===== src/rtl/jpegls_mode_determination_if.sv =====
// Pixel bus between the neighbour-fetch stage and the mode selector.
// The fetch stage drives the pixel and its causal context; the selector
// returns the coding mode for that pixel in the same cycle.
interface jpegls_mode_determination_if #(
    parameter int pixel_length = 8,
    parameter int mode_length  = 2
);
    logic                    start_enc;
    logic [pixel_length-1:0] a;
    logic [pixel_length-1:0] b;
    logic [pixel_length-1:0] c;
    logic [pixel_length-1:0] d;
    logic [pixel_length-1:0] x;
    logic                    EOL;
    logic [mode_length-1:0]  mode;

    modport master (
        output start_enc, a, b, c, d, x, EOL,
        input  mode
    );

    modport slave (
        input  start_enc, a, b, c, d, x, EOL,
        output mode
    );
endinterface


===== src/rtl/jpegls_mode_determination.sv =====
// JPEG-LS (NEAR = 0) per-pixel coding-mode selector.
// Mode is combinational from the current pixel and the held run state;
// the run state advances on each enabled clock edge.
//
// state       | meaning
// ------------+---------------------------------------------------------
// ST_CONTEXT  | not in a run; a flat context (a=b=c=d) starts run detection
// ST_RUN      | run in progress; x is compared against the held run value
module jpegls_mode_determination #(
    parameter int pixel_length = 8,
    parameter int mode_length  = 2
) (
    input  logic                          clk,
    input  logic                          reset,
    jpegls_mode_determination_if.slave    bus
);

    localparam logic [mode_length-1:0] MODE_REGULAR   = mode_length'(0);
    localparam logic [mode_length-1:0] MODE_RUN       = mode_length'(1);
    localparam logic [mode_length-1:0] MODE_RUN_INTR  = mode_length'(2);
    localparam logic [mode_length-1:0] MODE_RUN_EOL   = mode_length'(3);

    typedef enum logic {
        ST_CONTEXT = 1'b0,
        ST_RUN     = 1'b1
    } state_t;

    state_t                  r_state;
    state_t                  w_state_next;
    logic [pixel_length-1:0] r_run_val;
    logic [mode_length-1:0]  w_mode;
    logic [pixel_length-1:0] w_ref;
    logic                    w_flat;
    logic                    w_enter_run;

    // Local gradients with one extra sign bit; flat means all three are zero.
    logic [pixel_length:0]   w_d1;
    logic [pixel_length:0]   w_d2;
    logic [pixel_length:0]   w_d3;

    assign w_d1   = {1'b0, bus.d} - {1'b0, bus.b};
    assign w_d2   = {1'b0, bus.b} - {1'b0, bus.c};
    assign w_d3   = {1'b0, bus.c} - {1'b0, bus.a};
    assign w_flat = (w_d1 == '0) && (w_d2 == '0) && (w_d3 == '0);

    // A run value is captured only when a run is being entered from context.
    assign w_enter_run = bus.start_enc && (r_state == ST_CONTEXT) && w_flat;

    // Run state register; reset drops any run in progress immediately.
    always_ff @(posedge clk or negedge reset) begin
        if (!reset) begin
            r_state <= ST_CONTEXT;
        end else begin
            r_state <= w_state_next;
        end
    end

    // Run value register; holds through the run and across idle cycles.
    always_ff @(posedge clk or negedge reset) begin
        if (!reset) begin
            r_run_val <= '0;
        end else if (w_enter_run) begin
            r_run_val <= bus.a;
        end
    end

    // Mode decision and next run state; mode is forced to REGULAR when idle or in reset.
    always_comb begin
        w_state_next = r_state;
        w_mode       = MODE_REGULAR;
        w_ref        = bus.a;
        if (reset && bus.start_enc) begin
            if ((r_state == ST_RUN) || w_flat) begin
                w_ref = (r_state == ST_RUN) ? r_run_val : bus.a;
                if (bus.x != w_ref) begin
                    w_mode = MODE_RUN_INTR;
                end else if (bus.EOL) begin
                    w_mode = MODE_RUN_EOL;
                end else begin
                    w_mode = MODE_RUN;
                end
            end
            // Interrupt and end-of-line both close the run; only a plain RUN keeps it.
            w_state_next = (w_mode == MODE_RUN) ? ST_RUN : ST_CONTEXT;
        end
    end

    assign bus.mode = w_mode;

endmodule


===== src/flat_wrapper.sv =====
// flat-port wrapper written by rule: the top's interface ports become plain ports
module jpegls_mode_determination_flat 
#(
    parameter int pixel_length = 8,
    parameter int mode_length  = 2
)
  (clk, reset, bus_start_enc, bus_a, bus_b, bus_c, bus_d, bus_x, bus_EOL, bus_mode);
  jpegls_mode_determination_if #(.pixel_length(pixel_length), .mode_length(mode_length)) bus_i ();
  input  logic clk;
  input  logic reset;
  input wire logic [$bits(bus_i.start_enc)-1:0] bus_start_enc;
  input wire logic [$bits(bus_i.a)-1:0] bus_a;
  input wire logic [$bits(bus_i.b)-1:0] bus_b;
  input wire logic [$bits(bus_i.c)-1:0] bus_c;
  input wire logic [$bits(bus_i.d)-1:0] bus_d;
  input wire logic [$bits(bus_i.x)-1:0] bus_x;
  input wire logic [$bits(bus_i.EOL)-1:0] bus_EOL;
  output wire logic [$bits(bus_i.mode)-1:0] bus_mode;
  assign bus_i.start_enc = bus_start_enc;
  assign bus_i.a = bus_a;
  assign bus_i.b = bus_b;
  assign bus_i.c = bus_c;
  assign bus_i.d = bus_d;
  assign bus_i.x = bus_x;
  assign bus_i.EOL = bus_EOL;
  assign bus_mode = bus_i.mode;
  jpegls_mode_determination #(.pixel_length(pixel_length), .mode_length(mode_length)) u_core (.clk(clk), .reset(reset), .bus(bus_i));
endmodule

===== config.mk =====
export PLATFORM = sky130hd
export DESIGN_NAME = jpegls_mode_determination_flat
export DESIGN_NICKNAME = d
export VERILOG_FILES = /design/src/rtl/jpegls_mode_determination_if.sv /design/src/rtl/jpegls_mode_determination.sv /design/src/flat_wrapper.sv
export SDC_FILE = /design/constraint.sdc
export NUM_CORES = 1
export LEC_CHECK = 0
export CAP_MARGIN = 5
export CORE_MARGIN = 10
export CORE_UTILIZATION = 55
export DETAILED_ROUTE_END_ITERATION = 6
export PLACE_DENSITY = 0.87
export SYNTH_ARGS = -nofsm -noshare
export SYNTH_HDL_FRONTEND = slang
export SYNTH_SLANG_ARGS = --single-unit

===== constraint.sdc =====
create_clock -name clk -period 6.05 [get_ports clk]
set_input_delay 1.21 -clock clk [delete_from_list [all_inputs] [get_ports clk]]
set_output_delay 1.21 -clock clk [all_outputs]
set_load 0.005 [all_outputs]

# After elaboration in Yosys (flattened, before gate mapping)
# Cells that the tools add are included.
[totals]
regBits = 9
inputBits = 44
out_inout_bits = 2
wordCells = 24
[op_classes]
addsub = 3
n_eq_ne = 2
n_mux = 7
n_bitwise = 1
reduce_logical = 9
[op_table]
columns = ["cell", "count"]
rows = [
  ["logical NOT 9 bit", 3],
  ["subtractor 8 x 8 -> 9 bit", 3],
  ["two-way mux 2 bit", 5],
  ["two-way mux 8 bit", 1],
  ["!= test 8 bit", 1],
  ["logical AND 1 bit", 5],
  ["== test 2 x 1 -> 1 bit, second input constant", 1],
  ["logical OR 1 bit", 1],
  ["two-way mux 1 bit", 1],
  ["inverter 1 bit", 1],
]

# Logic depth before layout (Yosys ltp)
[logic_depth]
word_depth = 9
depth_mapped = 11
depth_no_buf = 9

# Worst setup path before layout
# OpenSTA, ideal clock, no wires.
[synth_timing]
path_kind = "input port to output port"
start = "in bus_b[3]"
end = "out bus_mode[0]"
arrival_ns = 3.262
required_ns = 4.840
slack_ns = 1.578
stages = 9
path_buffers = 0
path_cell_list = "inv_1 ha_1 or3b_1 o311ai_2 o32ai_1 nor4_1 nand4_1 o41ai_1 nor3b_1"
[synth_via]
elab_chain_len = 8
elab_cells_between_ends = 10
cone_classes = "add/sub: 2; mux: 3; reduce/logical: 5"
[synth_lines]
columns = ["item", "line_no", "text"]
rows = [
  ["start: declaration", "flat_wrapper.sv:13", "input wire logic [$bits(bus_i.b)-1:0] bus_b;"],
  ["subtractor 8 x 8 -> 9 bit (on tied branches)", "jpegls_mode_determination.sv:41, jpegls_mode_determination.sv:42", ""],
  ["logical NOT 9 bit", "jpegls_mode_determination.sv:44", "assign w_flat = (w_d1 == '0) && (w_d2 == '0) && (w_d3 == '0);"],
  ["logical AND 1 bit * (2 in a row)", "jpegls_mode_determination.sv:44", ""],
  ["logical OR 1 bit *", "jpegls_mode_determination.sv:73", "if ((r_state == ST_RUN) || w_flat) begin"],
  ["two-way mux 2 bit *", "jpegls_mode_determination.sv:73", ""],
  ["two-way mux 2 bit * (2 in a row)", "jpegls_mode_determination.sv:72", "if (reset && bus.start_enc) begin"],
  ["end: declaration", "flat_wrapper.sv:18", "output wire logic [$bits(bus_i.mode)-1:0] bus_mode;"],
]
# Mark *: on every way between the ends. The rest lies on a longest branch, timed or not. The select of a mux whose other input is x is not followed.

# Worst setup path after layout
[layout_timing]
start = "in bus_b[1]"
end = "out bus_mode[0]"
# Same word-level chain as after synthesis.

==> run_results.csv <==
group,metric,value,unit
run_status,status,"finished, final reports clean",
die,placementRows,21,
worst_hold_path,hold_depth,1,
timing,max_freq,172.6,MHz
cells_and_area,area_growth,27.04,%
yosys,synthTopCellsByCount,"inv_1, ha_1, o21ai_0",
critical_path,r2r-end,"u_core.r_run_val[5]$_DFFE_PN0P_",
die,io_pins,46,
die,core,3390,um^2
grt,grt_pass1_wl,9708,um
yosys,avgSynthCellArea,8.041,um^2
power,switchingPower,121.9,uW
routing,vias_per_cell,6.217,
yosys,netlist_instances,244,
critical_path,worstRegToRegCells,3,
critical_path,cp_common_cell,"clkdlybuf4s50_1",
power,p_leak,0.001081,uW
routing,drtIter0Drc,184,
die,dieWidth,79.73,um
yosys,synth_top_cell_by_area,"ha_1",
yosys,ys_ff_latch,9,
critical_path,crit_fanout,7,
yosys,syn-num-nets,312,
power,pwr-share-comb,0.630,
power,p_sw_frac,0.4141,
die,die_y,79.73,um
yosys,synth_edf_count,0,
timing,fin_skew,0.005494,ns
cells_and_area,diodes,0,
critical_path,r2r_start,"u_core.r_state$_DFFE_PN0P_",
timing,rsz0062_at_grt,"no",
power,internal_power,172.5,uW
cells_and_area,seqCellArea,225.2,um^2
cells_and_area,fill_cells,272,
yosys,yosys.area.top_type_share,0.1531,
cells_and_area,nets,360,
cells_and_area,layout-drive-gt1-share,0.07216,
critical_path,reg2reg_slack,3.73,ns
grt,antenna_found_initial,0,
cts,cts.sinks,9,
placement,dp_hpwl,5125,um
routing,post_drt_wl_per_cell,18.04,um
grt,grt_overflow_total,0,
timing,finalSetupViolations,0,
yosys,synth.distinct_cells,56,
cts,clock_latency,0.27,ns
yosys,seq_area_frac_synth,0.1148,
grt,track_usage,0.1846,
cells_and_area,multiInputGateArea,1609,um^2
power,clkPwrFrac,0.165,
critical_path,crit_start,"bus_b[1]",
worst_hold_path,hold_class,"reg2reg",
yosys,synth_area,1962,um^2
placement,gp_congestion,0.9431,
yosys,synthArstFlopShare,1.000,
routing,vias,2095,
yosys,yosys-top-cells-area,"ha_1, dfrtp_1, mux2_4, inv_1, mux2i_1",
power,p_seq_frac,0.204,
cts,clkSlewWorstSetupHoldPaths,0.06,ns
die,initial_core_util,0.5788,
timing,worstMarginPinSlew,0.5952,ns
timing,slew_headroom,0.6024,
power,ir_drop,0.07514,mV
die,die-area,6356,um^2
critical_path,endpoint,"bus_mode[0]",
timing,min_period,5.792,ns
timing,setup_tns,0,ns
cts,cts_root_buf,"clkbuf_4",
grt,grt_pass1_vias,2049,
cells_and_area,final_util,0.7353,
placement,port_buffers,45,
run,max_cap_viol_count,0,
critical_path,required,4.84,ns
critical_path,worstSetupStartpointType,"primary input",
yosys,yosysWarnings,0,
routing,firstDrtPassIters,4,
critical_path,crit_chain,"clkdlybuf4s50_1 > inv_1 > ha_1 > nor2b_1 > o31a_1 > a21oi_1 > nor4_1 > nand4_1 > o41ai_2 > nor3b_1 > clkdlybuf4s50_1",
timing,fin_crit_sh,0.9574,
critical_path,worstSetupEndpointType,"primary output",
routing,postRouteAntennaNets,0,
cts,cts_tree,"done",
routing,route.detailed.drc,0,
timing,drv_slew,0,
critical_path,critPathKind,"in2out",
critical_path,slowest_stage,"clkdlybuf4s50_1",
cts,cts.path.max_buffers,2,
critical_path,max_stage_delay,0.53,ns
power,p_per_area,118.1,nW/um^2
cts,cts_max_level,1,
timing,hold_viol,0,
routing,routed_wl,6080,um
grt,grt_max_degree,11,
critical_path,arrival,4.58,ns
cts,cts_made_buffers,3,
yosys,synth.most_common_cell,"inv_1",
yosys,synth_ff_type,"dfrtp_1",
## timing repair
| action | in CTS | in global routing |
|---|---|---|
| setup buffers | 0 | 0 |
| resized for setup | 0 | 1 |
| hold buffers | 0 | 0 |
| endpoints found under the setup margin | 0 | 1 |
## worst max-delay path, delay by kind of cell
kind / cells / cell delay [ns]
AND/OR/NAND/NOR: 4 / 1.23
buffers and inverters: 3 / 1.07
AO/OA/AOI/OAI: 3 / 0.77
adder cells (fa/ha/maj): 1 / 0.31
## power by group through the flow
| stage | logic, uW | clock network [uW] | registers (uW) |
|---|---|---|---|
| floorplan | 117 | 0 | 61.3 |
| global placement | 177 | 0 | 61.3 |
| detailed placement | 181 | 0 | 61.3 |
| CTS | 182 | 50.0 | 60.1 |
| global route | 202 | 54.4 | 60.1 |
| finish | 186 | 48.7 | 60.2 |
## stage by stage
stage / hold WS, ns / instance area (um^2) / cells / setup WS [ns] / power [uW]
after floorplan: 0.4811 / 1962 / 244 / 1.578 / 178.1
after global placement: 0.4927 / 2459 / 333 / 0.3537 / 238.6
after detailed placement: 0.4949 / 2459 / 333 / 0.2815 / 241.9
after CTS: 0.5128 / 2485 / 337 / 0.2229 / 291.8
after global routing: 0.5241 / 2492 / 337 / 0.01588 / 316.2
final: 0.5112 / 2492 / 337 / 0.2576 / 294.3
## layout by cell type, fill, tap and decap left out, types with 7 or more instances in the layout
cell type        synthesis  layout
clkdlybuf4s50_1          0      45
inv_1                   30      30
ha_1                    24      24
o21ai_0                 11      11
mux2i_1                 10      10
nand2_1                 10      10
a21oi_1                 10      10
xnor2_1                  9       9
nor2b_1                  9       9
nor3_1                   9       9
dfrtp_1                  9       9
nor2_1                   8       8
mux2_4                   8       8
nor4_1                   7       7
o21a_1                   7       7
## registers in the layout, summed over array words and instances, names as in the netlist
| register | flops |
|---|---|
| u_core.r_state | 1 |
| u_core.r_run_val | 8 |
## metal layers
layer  GRT usage  wire [um]  vias to the layer above
met4     0.05914        153                        0
li1            -          -                     1034
met5           0          0                        -
met1      0.2342       2646                      969
met3     0.04730        415                       12
met2      0.2953       2865                       80
## cell families (layout without fill, tap and decap cells)
kind of cell	Yosys count	after routing	share of synthesized area
compound gates	68	68	0.2621
xor+xnor	9	9	0.04018
fa+ha+maj	24	24	0.1531
buf+inv	34	81	0.06888
flops	9	9	0.1148
mux	18	18	0.1122
simple gates	82	82	0.2487
## worst min path at each step
stage,start,to,slack [ns]
CTS,u_core.r_run_val[4]$_DFFE_PN0P_,u_core.r_run_val[4]$_DFFE_PN0P_,0.51
floorplan,u_core.r_run_val[0]$_DFFE_PN0P_,u_core.r_run_val[0]$_DFFE_PN0P_,0.48
global placement,u_core.r_run_val[0]$_DFFE_PN0P_,u_core.r_run_val[0]$_DFFE_PN0P_,0.49
detailed placement,u_core.r_run_val[0]$_DFFE_PN0P_,u_core.r_run_val[0]$_DFFE_PN0P_,0.49
global route,u_core.r_run_val[0]$_DFFE_PN0P_,u_core.r_run_val[0]$_DFFE_PN0P_,0.52
finish,u_core.r_run_val[0]$_DFFE_PN0P_,u_core.r_run_val[0]$_DFFE_PN0P_,0.51
## cell type report
type / instances / share of cell area
Tap cell: 46 / 0.02309
Multi-Input combinational cell: 201 / 0.6456
Timing Repair Buffer: 46 / 0.1837
Inverter: 31 / 0.04669
Sequential cell: 9 / 0.09036
Clock buffer: 4 / 0.01054
Note: power is estimated with default switching activity, not from simulation.
